--- config.mk ---
export PLATFORM = sky130hd
export DESIGN_NAME = roberto_rx_pacote
export DESIGN_NICKNAME = d
export VERILOG_FILES = /design/src/rtl/roberto_pkg.sv /design/src/rtl/roberto_timeout.sv /design/src/rtl/roberto_rx_pacote.sv
export SDC_FILE = /design/constraint.sdc
export NUM_CORES = 1
export LEC_CHECK = 0
export BUFFER_PORTS_ARGS = -buffer_cell sky130_fd_sc_hd__buf_4
export CAP_MARGIN = 10
export CORE_MARGIN = 4
export CORE_UTILIZATION = 65
export CTS_BUF_LIST = sky130_fd_sc_hd__clkbuf_4
export CTS_CLUSTER_SIZE = 10
export DETAILED_ROUTE_END_ITERATION = 10
export HOLD_SLACK_MARGIN = 0.1
export PLACE_DENSITY_LB_ADDON = 0.25
export SLEW_MARGIN = 10
export SYNTH_ARGS = -nofsm -noshare
export SYNTH_HDL_FRONTEND = slang
export SYNTH_HIERARCHICAL = 1
export SYNTH_SLANG_ARGS = --single-unit
--- constraint.sdc ---
create_clock -name clock -period 7 [get_ports clock]
set_input_delay 0 -clock clock [delete_from_list [all_inputs] [get_ports clock]]
set_output_delay 0 -clock clock [all_outputs]
set_load 0.1 [all_outputs]
--- src/rtl/roberto_pkg.sv ---
// Shared definitions for the sensor-link receive path:
// FSM encodings, ASCII framing constants and error codes.
package roberto_pkg;

  typedef enum logic [2:0] {
    INICIAL     = 3'b000,
    ESPERA      = 3'b001,
    ARMAZENA    = 3'b010,
    VERIFICA    = 3'b011,
    PROX_SENSOR = 3'b100,
    EST_FINAL   = 3'b101,
    EST_ERRO    = 3'b110
  } estado_t;

  localparam logic [7:0] ASCII_0    = 8'h30;
  localparam logic [7:0] ASCII_9    = 8'h39;
  localparam logic [7:0] ASCII_TERM = 8'h23;

  localparam logic [1:0] COD_NONE    = 2'b00;
  localparam logic [1:0] COD_DIGITO  = 2'b01;
  localparam logic [1:0] COD_TERM    = 2'b10;
  localparam logic [1:0] COD_TIMEOUT = 2'b11;

  function automatic logic eh_digito(input logic [7:0] b);
    return (b >= ASCII_0) && (b <= ASCII_9);
  endfunction

endpackage

--- src/rtl/roberto_timeout.sv ---
// Inter-byte watchdog: counts while enabled, flags fim
// at TIMEOUT-1 and holds there until cleared.
module roberto_timeout #(
  parameter int TIMEOUT = 5_000_000
) (
  input  logic clock,
  input  logic reset,
  input  logic zera,
  input  logic conta,
  output logic fim
);

  localparam int W = (TIMEOUT > 2) ? $clog2(TIMEOUT) : 1;
  localparam logic [W-1:0] LIMITE = W'(TIMEOUT - 1);

  logic [W-1:0] cnt;

  assign fim = (cnt == LIMITE);

  always_ff @(posedge clock or negedge reset) begin
    if (!reset) begin
      cnt <= '0;
    end else if (zera) begin
      cnt <= '0;
    end else if (conta && !fim) begin
      cnt <= cnt + 1'b1;
    end
  end

endmodule

--- src/rtl/roberto_rx_pacote.sv ---
// Receive-side packet parser: N_SENS frames of N_DIG ASCII
// digits plus '#', stored as packed BCD in medidas.
module roberto_rx_pacote #(
  parameter int N_SENS  = 2,
  parameter int N_DIG   = 3,
  parameter int TIMEOUT = 5_000_000
) (
  input  logic                       clock,
  input  logic                       reset,
  input  logic                       receber,
  input  logic                       pronto_rx,
  input  logic [7:0]                 dado_rx,
  output logic [N_SENS*N_DIG*4-1:0]  medidas,
  output logic                       pronto,
  output logic                       erro,
  output logic [1:0]                 erro_cod,
  output logic [2:0]                 db_estado
);

  import roberto_pkg::*;

  localparam int FB = N_DIG * 4;
  localparam int DW = $clog2(N_DIG + 1);
  localparam int FW = $clog2(N_SENS + 1);
  localparam logic [DW-1:0] DIG_FIM = DW'(N_DIG);
  localparam logic [FW-1:0] FRM_FIM = FW'(N_SENS - 1);

  estado_t        state;
  logic [DW-1:0]  dig;
  logic [FW-1:0]  frm;
  logic [7:0]     rx_byte;
  logic [FB-1:0]  quadro;
  logic           fim;
  logic           zera;
  logic           conta;

  // The watchdog only runs while idle in espera; any strobe
  // or any other state restarts it from zero.
  assign conta     = (state == ESPERA);
  assign zera      = (state != ESPERA) || pronto_rx;
  assign db_estado = state;

  roberto_timeout #(
    .TIMEOUT(TIMEOUT)
  ) u_timeout (
    .clock(clock),
    .reset(reset),
    .zera (zera),
    .conta(conta),
    .fim  (fim)
  );

  always_ff @(posedge clock or negedge reset) begin
    if (!reset) begin
      state    <= INICIAL;
      dig      <= '0;
      frm      <= '0;
      rx_byte  <= '0;
      quadro   <= '0;
      medidas  <= '0;
      pronto   <= 1'b0;
      erro     <= 1'b0;
      erro_cod <= COD_NONE;
    end else begin
      pronto <= 1'b0;
      erro   <= 1'b0;
      unique case (1'b1)
        (state == INICIAL): begin
          dig      <= '0;
          frm      <= '0;
          erro_cod <= COD_NONE;
          if (receber) state <= ESPERA;
        end
        (state == ESPERA): begin
          if (pronto_rx) begin
            rx_byte <= dado_rx;
            state   <= (dig < DIG_FIM) ? ARMAZENA : VERIFICA;
          end else if (fim) begin
            state    <= EST_ERRO;
            erro     <= 1'b1;
            erro_cod <= COD_TIMEOUT;
          end
        end
        (state == ARMAZENA): begin
          if (eh_digito(rx_byte)) begin
            quadro <= FB'({quadro, rx_byte[3:0]});
            dig    <= dig + 1'b1;
            state  <= ESPERA;
          end else begin
            state    <= EST_ERRO;
            erro     <= 1'b1;
            erro_cod <= COD_DIGITO;
          end
        end
        (state == VERIFICA): begin
          if (rx_byte == ASCII_TERM) begin
            medidas[int'(frm)*FB +: FB] <= quadro;
            state <= PROX_SENSOR;
          end else begin
            state    <= EST_ERRO;
            erro     <= 1'b1;
            erro_cod <= COD_TERM;
          end
        end
        (state == PROX_SENSOR): begin
          frm <= frm + 1'b1;
          dig <= '0;
          if (frm == FRM_FIM) begin
            state  <= EST_FINAL;
            pronto <= 1'b1;
          end else begin
            state <= ESPERA;
          end
        end
        (state == EST_FINAL): begin
          if (receber) begin
            dig   <= '0;
            frm   <= '0;
            state <= ESPERA;
          end else begin
            pronto <= 1'b1;
          end
        end
        (state == EST_ERRO): begin
          if (receber) begin
            dig      <= '0;
            frm      <= '0;
            erro_cod <= COD_NONE;
            state    <= ESPERA;
          end else begin
            erro <= 1'b1;
          end
        end
        default: state <= INICIAL;
      endcase
    end
  end

endmodule
==> Yosys cells after proc, flatten, opt, wreduce, memory -nomap -nowiden <==
Cells that the tools add are included.
{ "totals": {"regBits": 78} }
{ "classes": {"add_sub_neg": 4, "n_mul": 1, "n_lt_le_gt_ge": 3, "n_eq_ne": 19, "n_shift": 2, "n_mux": 28, "reduce_logical": 19} }
{ "ops": {"columns": ["cell", "n"], "rows": [
  ["$mux W23", 2],
  ["$neg A6 Y33", 1],
  ["$shift A12 B33 Y24 const A", 1],
  ["$shiftx A12 B33 Y24", 1],
  ["$bwmux W24", 1],
  ["$add A23 B1 Y23 const B", 1],
  ["$eq A23 B23 Y1 const B", 1],
  ["$mux W3", 5],
  ["$pmux W3 S5", 1],
  ["$mux W2", 7],
  ["$pmux W2 S3", 2],
  ["$ne A2 B2 Y1 const B", 5],
  ["$pmux W2 S5", 1],
  ["$reduce_and A2 Y1", 5],
  ["$eq A3 B3 Y1 const B", 3],
  ["$eq A8 B6 Y1 const B", 1],
  ["$ge A8 B6 Y1 const B", 1],
  ["$le A8 B6 Y1 const B", 1],
  ["$mux W1", 7],
  ["$eq A3 B2 Y1 const B", 2],
  ["$ne A2 B1 Y1 const B", 3],
  ["$reduce_and A6 Y1", 1],
  ["$reduce_bool A3 Y1", 2],
  ["$reduce_bool A5 Y1", 1],
  ["other kinds (17)", 20]
]} }

==> Logic depth before layout (Yosys ltp) <==
Gate-level depths: netlist (run 1).
{ "logic_depth": {"word_depth": 5, "ltp_mapped": 8, "depth_no_buf": 8} }

==> Cells and area by module <==
Netlist (run 1), hierarchy kept.
{ "modules_own_cells": {"columns": ["mod", "n_inst", "cells_each", "area_each_um2"], "rows": [
  ["roberto_rx_pacote", 1, 244, 2676.3],
  ["roberto_timeout", 1, 138, 1288.7]
]} }

==> Least setup slack after synthesis (run 1) <==
Ideal clock, no wire load.
{ "synth_path": {"path_type": "register -> register", "start": "register state[1] (netlist: db_estado[1])", "end": "register u_timeout.cnt[0]", "setup_ns": 0.132, "arrival_ns": 2.569, "required_time_ns": 6.868, "slack_ns": 4.299, "path_stages_with_launch": 8, "period_less_slack_ns": 2.701, "path_cell_list": "dfrtp_1 > buf_2 > clkbuf_1 > or3_1 > clkbuf_1 > clkbuf_1 > buf_1 > nor2_1"} }
{ "synth_between": {"elab_chain_cells": 3, "word_cells_on_any_way": 6, "cone_classes": "eq/ne (2); mux (1); reduce/logical (3)"} }
{ "synth_rtl": {"columns": ["element", "line_no", "rtl"], "rows": [
  ["start, declared", "roberto_rx_pacote.sv:28", "estado_t state;"],
  ["start signal, assigned", "roberto_rx_pacote.sv:77", "state <= (dig < DIG_FIM) ? ARMAZENA : VERIFICA;"],
  ["$ne A3 B1 Y1 *", "roberto_rx_pacote.sv:40", "assign zera = (state != ESPERA) || pronto_rx;"],
  ["$logic_or A1 B1 Y1 *", "roberto_rx_pacote.sv:40", null],
  ["named net zera", "roberto_rx_pacote.sv:34", "logic zera;"],
  ["$mux W23 / $reduce_bool A2 Y1 (equally long branches)", null, null],
  ["end signal, assigned", "roberto_timeout.sv:26", "cnt <= cnt + 1'b1;"],
  ["end, declared", "roberto_timeout.sv:16", "logic [W-1:0] cnt;"]
]} }
Mark *: on every way through the listed nets, which the timed path passes. The rest lies on a longest branch.
A chain may end at the register's enable or synchronous reset.

==> Worst setup path in the final report (run 1) <==
{ "layout_path": {"start": "register u_timeout.cnt[16]", "end": "register erro_cod[0]"} }
{ "layout_between": {"elab_chain_cells": 3} }
{ "layout_rtl": {"columns": ["element", "line_no", "rtl"], "rows": [
  ["$eq A23 B23 Y1", "roberto_timeout.sv:18", "assign fim = (cnt == LIMITE);"],
  ["named net fim", "roberto_rx_pacote.sv:33", "logic fim;"],
  ["$ne A2 B2 Y1 (no line)", null, null],
  ["$reduce_and A6 Y1 (no line)", null, null],
  ["end signal, assigned", "roberto_rx_pacote.sv:63", "erro_cod <= COD_NONE;"],
  ["end signal, assigned", "roberto_rx_pacote.sv:71", "erro_cod <= COD_NONE;"],
  ["end signal, assigned", "roberto_rx_pacote.sv:81", "erro_cod <= COD_TIMEOUT;"],
  ["end, declared", "roberto_rx_pacote.sv:16", "output logic [1:0] erro_cod,"]
]} }
The timed path passes the listed nets, and every way through them passes these cells.

==> flow_summary.json, run 1 <==
{
  "outcome": "finished clean",
  "postRouteWirelength_um": 8440,
  "leakagePower_nw": 1.96,
  "cp_slowest_cell": "or4b_1",
  "yosysSeqAreaShare": 0.492,
  "tns_ps": 0,
  "async_reset_ff_frac": 1.00,
  "port_buffers": 42,
  "gp_congestion": 0.867,
  "fillerInstances": 408,
  "synth_ff_type": "dfrtp_1",
  "dieArea_mm2": 0.00741,
  "min_period_over_period": 0.413,
  "place_ws_ps": 4110,
  "layout_common_cells": "dfrtp_1, nand2_1, buf_4, nor2_1, o21ai_0",
  "whs_ps": 266,
  "swShare": 0.414,
  "worstPathMaxFanout": 7,
  "crit_path_max_incr_delay_ps": 530,
  "first_pass_iters": 5,
  "worstMarginPinSlew_ps": 978,
  "p_sw_uw": 565,
  "cts_inserted_buffers": 9,
  "dieHeight_um": 86.1,
  "gr-total-overflow": 0,
  "ctsHtreeMaxLevel": 3,
  "max_freq_ghz": 0.346,
  "drc": 0,
  "crit_type": "register to register",
  "p_int_uw": 800,
  "drtIter0Drc": 258,
  "syn_inst": 382,
  "syn_area_mm2": 0.00397,
  "syn_avg_cell_area_um2": 10.4,
  "pwr-share-comb": 0.363,
  "grt_start_max_net_pins": 79,
  "clk_latency_ps": 410,
  "worst_ep_required_time_ps": 7290,
  "fp.coreArea_mm2": 0.00592,
  "rows": 28,
  "hold_viol_final": 0,
  "crit_path_end_kind": "register",
  "initial_utilization": 0.670,
  "cp-start-kind": "register",
  "cts_resized": 0,
  "synth_largest_area_cell": "dfrtp_1",
  "final_common_cell": "dfrtp_1",
  "synth_top_area_frac": 0.492,
  "fin_skew_ps": 18.8,
  "final_layout_size_suffix_gt1_frac": 0.211,
  "nets": 445,
  "hpwl_um": 5550,
  "hold_path_class": "primary input to asynchronous set/reset pin",
  "synth.distinct_cells": 56,
  "worst_ep_arrival_time_ps": 3180,
  "power_frac_clock": 0.196,
  "path_cells": "or4b_1, or4_4, nor4_1, nand2b_1, a21oi_1, o2111ai_1, mux2_2",
  "ant_nets": 0,
  "drv_cap": 0,
  "path_clk_slew_ps": 130,
  "rsz0062_at_grt": "no",
  "setup_slack_ps": 4110,
  "clock-sinks": 78,
  "synth_edf_count": 0,
  "relSlewSlack": 0.346,
  "seq_area_mm2": 0.00195,
  "first_global_vias": 3048,
  "ir_worst_vdd_v": 0.000403,
  "report.final.slew_viol_count": 0,
  "grt_use_total": 0.250,
  "setup_viol": 0,
  "vias_per_cell": 6.21,
  "period_needed_ps": 2890,
  "multiInputGateArea_mm2": 0.00187,
  "cts_root_buf": "clkbuf_4",
  "cts_tree": "built",
  "ys.warnings.count": 6,
  "fp.dieW_um": 86.1,
  "p_per_area_mw_per_mm2": 302,
  "pwr-share-seq": 0.441,
  "io_pins": 43,
  "vias": 3150,
  "num_antenna_cells": 0,
  "netlist_top_cells_area": "dfrtp_1, nand2_1, mux2_2, nor2_1, mux2_4",
  "cts_max_path_buffers": 2,
  "avgRoutedWirePerCell_um": 16.7,
  "syn_to_final_growth_pct": 14.0,
  "antenna_found_initial": 0,
  "ys_seq_elements": 78,
  "synthesis.nets": 400,
  "grt_pass1_wl_um": 14800
}
[routing by layer]
layer | vias to the layer above | share of wire | track usage
met5 | - | 0 | 0
met4 | 0 | 0.012 | 0.0835
met3 | 11 | 0.063 | 0.0307
met2 | 141 | 0.49 | 0.396
met1 | 1509 | 0.43 | 0.358
li1 | 1489 | - | -
[final timing paths]
path,startpoint,endpoint,slack (ps),cells past startpoint
max,u_timeout/cnt[16]$_DFFE_PN0P_,erro_cod[0]$_DFFE_PN0P_,4110,7
min,reset,medidas[18]$_DFFE_PN0P_,270,2
max reg2reg,u_timeout/cnt[16]$_DFFE_PN0P_,erro_cod[0]$_DFFE_PN0P_,4110,7
min reg2reg,medidas[18]$_DFFE_PN0P_,medidas[18]$_DFFE_PN0P_,490,2
max in group asynchronous,reset,erro_cod[1]$_DFFE_PN0P_,6110,2
min in group clock,dado_rx[5],rx_byte[5]$_DFFE_PN0P_,370,3
[state kept, by name, indices dropped and copies added (netlist names)]
register,flops
db_estado,3
dig,2
erro,1
erro_cod,2
frm,2
medidas,24
pronto,1
quadro,12
rx_byte,8
u_timeout/cnt,23
[worst max-delay path: cells and delay by family (launching register included)]
kind               cells  cell delay (ps)
and+or+nand+nor        4             1630
DFF                    1              460
muxes                  1              310
AOI/OAI and AO/OA      2              360
[kinds of logic after synthesis]
family,Yosys count,share of synthesized area
AOI/OAI and AO/OA,73,0.133
muxes,33,0.0975
xor gates and xnor gates,12,0.0265
buffers and inverters,29,0.0357
DFF,78,0.492
and+or+nand+nor,151,0.196
adders and majority gates,6,0.0189
[Yosys cell counts (2+ instances only)]
| cell | instances |
|---|---|
| dfrtp_1 | 78 |
| nand2_1 | 54 |
| nor2_1 | 30 |
| o21ai_0 | 18 |
| mux2_2 | 17 |
| o31ai_1 | 14 |
| clkbuf_1 | 13 |
| nand3_1 | 13 |
| nand4_1 | 11 |
| xor2_1 | 11 |
| a21oi_1 | 9 |
| inv_1 | 9 |
| mux2i_1 | 9 |
| or4_1 | 8 |
| mux2_4 | 7 |
| nor2b_1 | 7 |
| ha_1 | 6 |
| nand2b_1 | 6 |
| a22oi_1 | 4 |
| buf_6 | 4 |
| nor4_1 | 4 |
| o41ai_1 | 4 |
| a21boi_0 | 3 |
| or3_1 | 3 |
| a211oi_1 | 2 |
| buf_2 | 2 |
| o2111a_1 | 2 |
| o21a_1 | 2 |
| o22ai_1 | 2 |
| o31a_1 | 2 |
| o32ai_1 | 2 |
| or4_4 | 2 |
[what timing repair did]
item | in CTS | in global routing
hold buffers | 11 | 0
endpoints found under the hold margin | 93 | 0
setup buffers | 0 | 0
[power by group through the flow]
stage / registers [mW] / logic [mW] / clock network, mW
4_1_cts: 0.600 / 0.493 / 0.271
3_3_place_gp: 0.606 / 0.475 / 0
3_5_place_dp: 0.608 / 0.484 / 0
6_report: 0.603 / 0.495 / 0.268
5_1_grt: 0.614 / 0.538 / 0.294
2_1_floorplan: 0.677 / 0.316 / 0
[per-stage QoR]
stage	utilization	instance area [um^2]	power, mW	std cells
3_3_place_gp	0.722	4270	1.08	480
2_1_floorplan	-	3970	0.993	382
5_1_grt	0.764	4520	1.45	507
4_1_cts	0.764	4520	1.36	507
3_5_place_dp	0.722	4270	1.09	480
6_report	0.764	4520	1.37	507
[cell type report]
cell class | instances | share of cell area
clock buffers | 10 | 0.0166
flip-flops and latches | 78 | 0.432
inverters | 9 | 0.00747
multi-input cells | 275 | 0.414
clock inverters | 6 | 0.0138
well taps | 75 | 0.0208
repair buffers | 54 | 0.0957
Power figures use the tool's default switching activity.
==> run 2, diff against run 1 <==
--- a/config.mk
+++ b/config.mk
@@ -8,7 +8,7 @@
 export BUFFER_PORTS_ARGS = -buffer_cell sky130_fd_sc_hd__buf_4
 export CAP_MARGIN = 10
 export CORE_MARGIN = 4
-export CORE_UTILIZATION = 65
+export CORE_UTILIZATION = 55
 export CTS_BUF_LIST = sky130_fd_sc_hd__clkbuf_4
 export CTS_CLUSTER_SIZE = 10
 export DETAILED_ROUTE_END_ITERATION = 10
==> constraint.sdc (replaced) <==
create_clock -name clock -period 2.51 [get_ports clock]
set_input_delay 0 -clock clock [delete_from_list [all_inputs] [get_ports clock]]
set_output_delay 0 -clock clock [all_outputs]
set_load 0.1 [all_outputs]
==> flow_summary.json, run 2 (same netlist as run 1, synthesis figures left out) <==
{
  "outcome": "finished clean",
  "worstRegToRegCells": 8,
  "rows": 30,
  "first_pass_iters": 4,
  "hold_path_class": "primary input to asynchronous set/reset pin",
  "dieHeight_um": 92.9,
  "final_core_util": 0.687,
  "vias_per_cell": 5.74,
  "cts_root_buf": "clkbuf_4",
  "place_ws_ps": -102,
  "dp.cells": 521,
  "hpwl_um": 5980,
  "first_global_vias": 3032,
  "gp_congestion": 0.882,
  "clk_latency_ps": 410,
  "cts_tree": "built",
  "tns_ps": 0,
  "swShare": 0.401,
  "fin_skew_ps": 18.8,
  "pwr-share-seq": 0.402,
  "relSlewSlack": 0.364,
  "p_per_area_mw_per_mm2": 843,
  "hold_viol_final": 0,
  "largest_reg_flops": 24,
  "report.final.slew_viol_count": 0,
  "postRouteWirelength_um": 8590,
  "crit_cells": 8,
  "reg_top3": "medidas: 24 flops, u_timeout/cnt: 23 flops, quadro: 12 flops",
  "crit_path_max_incr_delay_ps": 500,
  "max_freq_ghz": 0.405,
  "worstMarginPinSlew_ps": 954,
  "path_clk_slew_ps": 130,
  "clock-sinks": 78,
  "num_antenna_cells": 0,
  "final_common_cell": "dfrtp_1",
  "fin_cells": 549,
  "cp-start-kind": "register",
  "final_layout_size_suffix_gt1_frac": 0.258,
  "period_needed_ps": 2470,
  "ir_worst_vdd_v": 0.000979,
  "path_cells": "or4b_1, or4_4, nor4_4, buf_4, nand2b_1, a21oi_2, o2111ai_1, mux2_2",
  "setup_slack_ps": 38.7,
  "avgRoutedWirePerCell_um": 15.7,
  "reg2reg_from": "u_timeout/cnt[16]$_DFFE_PN0P_",
  "min_period_over_period": 0.985,
  "drtIter0Drc": 238,
  "rsz0062_at_grt": "yes",
  "pwr-share-comb": 0.393,
  "top_register": "medidas",
  "fp.dieW_um": 92.9,
  "io_pins": 43,
  "worstPathMaxFanout": 2,
  "crit_family": "simple AND/OR/NAND/NOR gates",
  "crit_path_end_kind": "register",
  "layout_common_cells": "dfrtp_1, buf_4, nand2_1, nor2_1, o21ai_0",
  "crit_type": "register to register",
  "leakagePower_nw": 2.07,
  "cp_slowest_cell": "or4b_1",
  "initial_utilization": 0.574,
  "drc": 0,
  "grt_pass1_wl_um": 14800,
  "power_frac_clock": 0.206,
  "crit_buf_inv": 1,
  "r2r_setup_slack_ps": 40,
  "ant_nets": 0,
  "ctsHtreeMaxLevel": 3,
  "setup_viol": 0,
  "reg2reg_to": "erro_cod[0]$_DFFE_PN0P_",
  "syn_to_final_growth_pct": 19.7,
  "drv_cap": 0,
  "gr-total-overflow": 0,
  "antenna_found_initial": 0,
  "cts_inserted_buffers": 9,
  "p_sw_mw": 1.60,
  "fp.coreArea_mm2": 0.00691,
  "p_int_mw": 2.40,
  "vias": 3152,
  "cts_max_path_buffers": 2,
  "port_buffers": 42,
  "whs_ps": 273,
  "grt_use_total": 0.214,
  "dieArea_mm2": 0.00863,
  "worst_ep_arrival_time_ps": 2780,
  "worst_ep_required_time_ps": 2820,
  "nets": 466,
  "grt_start_max_net_pins": 79
}
run 2: metrics by stage:
step,cell area [um^2],power (mW)
2_1_floorplan,3970,2.77
3_3_place_gp,4450,3.13
3_5_place_dp,4450,3.17
4_1_cts,4740,4.02
5_1_grt,4750,4.25
6_report,4750,4.00
run 2: how the worst max path moves through the flow:
| stage | from | to | slack (ps) |
|---|---|---|---|
| floorplan | u_timeout/cnt[16]$_DFFE_PN0P_ | erro_cod[0]$_DFFE_PN0P_ | 3 |
| global placement | u_timeout/cnt[16]$_DFFE_PN0P_ | erro_cod[0]$_DFFE_PN0P_ | -50 |
| detailed placement | u_timeout/cnt[16]$_DFFE_PN0P_ | erro_cod[0]$_DFFE_PN0P_ | -100 |
| CTS | u_timeout/cnt[16]$_DFFE_PN0P_ | erro_cod[0]$_DFFE_PN0P_ | 5 |
| global route | u_timeout/cnt[16]$_DFFE_PN0P_ | erro_cod[0]$_DFFE_PN0P_ | -100 |
| finish | u_timeout/cnt[16]$_DFFE_PN0P_ | erro_cod[0]$_DFFE_PN0P_ | 40 |
run 2: repair_timing:
item                                   4_1_cts  5_1_grt
endpoints found under the hold margin       96        0
buffers inserted                             0        1
gates resized for setup                      2        1
setup endpoints to repair                    1        1
pin swaps                                    0        2
hold buffers                                11        0
run 2: worst reg2reg max path, stage by stage (launching register included):
cell and delay [ps]:
dfrtp_1 390, or4b_1 500, or4_4 460, nor4_4 170, buf_4 160, nand2b_1 90, a21oi_2 170, o2111ai_1 140
mux2_2 300
run 2: cell type report:
cell class | count | area, um^2
Timing Repair Buffer | 75 | 591
Sequential cell | 78 | 1960
Clock buffer | 9 | 67.6
Multi-Input combinational cell | 275 | 1890
Clock inverter | 7 | 88.8
Fill cell | 578 | 2160
Tap cell | 96 | 120
Inverter | 9 | 33.8
run 2: layer usage:
metal  vias to the layer above  global-route usage  wire length (um)
li1                       1514                   -                 -
met1                      1532               0.304              3960
met2                        98               0.332              4130
met3                         8              0.0317               398
met4                         0              0.0842               102
met5                         -                   0                 0
run 2: power by group through the flow:
stage | Clock [mW] | Combinational [mW] | Sequential [mW]
floorplan | 0 | 0.880 | 1.89
global placement | 0 | 1.52 | 1.62
finish | 0.824 | 1.57 | 1.61
detailed placement | 0 | 1.54 | 1.63
CTS | 0.854 | 1.56 | 1.60
global route | 0.909 | 1.70 | 1.63
==> run 3, diff against run 2 <==
--- a/config.mk
+++ b/config.mk
@@ -5,16 +5,16 @@
 export SDC_FILE = /design/constraint.sdc
 export NUM_CORES = 1
 export LEC_CHECK = 0
-export BUFFER_PORTS_ARGS = -buffer_cell sky130_fd_sc_hd__buf_4
 export CAP_MARGIN = 10
 export CORE_MARGIN = 4
-export CORE_UTILIZATION = 55
+export CORE_UTILIZATION = 59
 export CTS_BUF_LIST = sky130_fd_sc_hd__clkbuf_4
 export CTS_CLUSTER_SIZE = 10
 export DETAILED_ROUTE_END_ITERATION = 10
+export DONT_BUFFER_PORTS = 1
 export HOLD_SLACK_MARGIN = 0.1
 export PLACE_DENSITY_LB_ADDON = 0.25
-export SLEW_MARGIN = 10
+export SLEW_MARGIN = 25
 export SYNTH_ARGS = -nofsm -noshare
 export SYNTH_HDL_FRONTEND = slang
 export SYNTH_HIERARCHICAL = 1
==> flow_summary.json, run 3 (same netlist as run 1, synthesis figures left out) <==
{
  "outcome": "finished clean",
  "setup_slack_ps": 12.0,
  "grt_pass1_wl_um": 15300,
  "relSlewSlack": 0.391,
  "fin_skew_ps": 16.0,
  "dieArea_mm2": 0.00810,
  "worstRegToRegCells": 8,
  "cts_tree": "built",
  "worst_ep_arrival_time_ps": 2800,
  "max_freq_ghz": 0.400,
  "tns_ps": 0,
  "drc": 0,
  "initial_utilization": 0.617,
  "port_buffers": 0,
  "multiInputGateArea_mm2": 0.00192,
  "syn_to_final_growth_pct": 19.4,
  "worstPathMaxFanout": 2,
  "power_mw": 4.00,
  "dp.cells": 487,
  "clock-sinks": 78,
  "vias": 3172,
  "whs_ps": 122,
  "dieHeight_um": 90.0,
  "placed_area_mm2": 0.00433,
  "period_needed_ps": 2500,
  "gr-total-overflow": 0,
  "reg2reg_to": "erro_cod[0]$_DFFE_PN0P_",
  "postRouteWirelength_um": 8950,
  "design_area_mm2": 0.00473,
  "cts_max_path_buffers": 2,
  "place_ws_ps": -105,
  "rsz0062_at_grt": "yes",
  "cts_root_buf": "clkbuf_4",
  "hpwl_um": 5900,
  "cp-start-kind": "register",
  "first_global_vias": 3185,
  "drv_cap": 0,
  "first_pass_iters": 4,
  "cts_inserted_buffers": 9,
  "gp_congestion": 0.877,
  "fin_cells": 524,
  "setup_viol": 0,
  "p_per_area_mw_per_mm2": 845,
  "hold_path_class": "primary input to asynchronous set/reset pin",
  "drtIter0Drc": 149,
  "final_core_util": 0.737,
  "leakagePower_nw": 2.04,
  "fillerInstances": 442,
  "ant_nets": 0,
  "report.final.slew_viol_count": 0,
  "num_antenna_cells": 0,
  "antenna_found_initial": 0,
  "r2r_setup_slack_ps": 10,
  "ir_worst_vdd_v": 0.000808,
  "largest_reg_flops": 24,
  "final_layout_size_suffix_gt1_frac": 0.239,
  "startpoint": "u_timeout/cnt[16]$_DFFE_PN0P_",
  "grt_use_total": 0.231,
  "hold_viol_final": 0,
  "grt_start_max_net_pins": 79,
  "reg_top3": "medidas: 24 flops, u_timeout/cnt: 23 flops, quadro: 12 flops",
  "crit_path_end_kind": "register",
  "ctsHtreeMaxLevel": 3,
  "min_period_over_period": 0.995,
  "vias_per_cell": 6.05,
  "top_register": "medidas",
  "avgRoutedWirePerCell_um": 17.1,
  "rows": 29,
  "worstMarginPinSlew_ps": 914,
  "seq_area_mm2": 0.00196,
  "fp.dieW_um": 90.0,
  "crit_type": "register to register",
  "clk_latency_ps": 410,
  "path_clk_slew_ps": 130,
  "io_pins": 43,
  "worst_ep_required_time_ps": 2810,
  "final_common_cell": "dfrtp_1",
  "fp.coreArea_mm2": 0.00642,
  "nets": 460,
  "layout_common_cells": "dfrtp_1, nand2_1, buf_4, nor2_1, dlygate4sd3_1",
  "reg2reg_from": "u_timeout/cnt[16]$_DFFE_PN0P_"
}
## run 3: cell count changes in the layout (fill, tap and decap cells not counted), sizes merged
cell	delta
bufinv	-1
clkinvlp	+1
dlygate4sd3	+8
buf	-14
## run 3: repair_timing
action                     in CTS  in global routing
resized for setup               4                  4
pin swaps                       1                  2
buffers inserted                1                  0
hold endpoints to repair      100                  0
setup endpoints to repair       1                 13
hold buffers                   20                  0
## run 3: metal layers
metal  vias to the layer above  part of all wire  GRT usage
met5                         -                 0          0
li1                       1506                 -          -
met3                        11             0.052     0.0492
met4                         0             0.012     0.0918
met2                       100              0.49      0.375
met1                      1555              0.44      0.303
## run 3: worst max-delay path by stage
stage / slack, ps / cells past startpoint / to
3_5_place_dp: -100 / 8 / erro_cod[0]$_DFFE_PN0P_
4_1_cts: 10 / 8 / erro_cod[0]$_DFFE_PN0P_
3_3_place_gp: -40 / 8 / erro_cod[0]$_DFFE_PN0P_
6_report: 10 / 8 / erro_cod[0]$_DFFE_PN0P_
2_1_floorplan: 3 / 7 / erro_cod[0]$_DFFE_PN0P_
5_1_grt: -80 / 8 / erro_cod[0]$_DFFE_PN0P_
## run 3: worst max-delay path, cell delays in order (launching register included)
cell and delay, ps:
dfrtp_1 400, or4b_1 520, or4_4 460, nor4_4 160, buf_4 160, nand2b_1 80
a21oi_2 170, o2111ai_2 130, mux2_2 310
## run 3: layout make-up
| cell class | instances | area share |
|---|---|---|
| sequential | 78 | 0.413 |
| clock inverter | 7 | 0.0137 |
| timing repair buffer | 69 | 0.126 |
| multi-input combinational | 275 | 0.405 |
| inverter | 9 | 0.00714 |
| tap | 77 | 0.0203 |
| clock buffer | 9 | 0.0143 |
## run 3: power breakdown
part | internal, mW | total [mW] | switching (mW)
sequential | 1.42 | 1.73 | 0.312
combinational | 0.647 | 1.56 | 0.909
clock | 0.295 | 0.709 | 0.414
total | 2.36 | 4.00 | 1.63
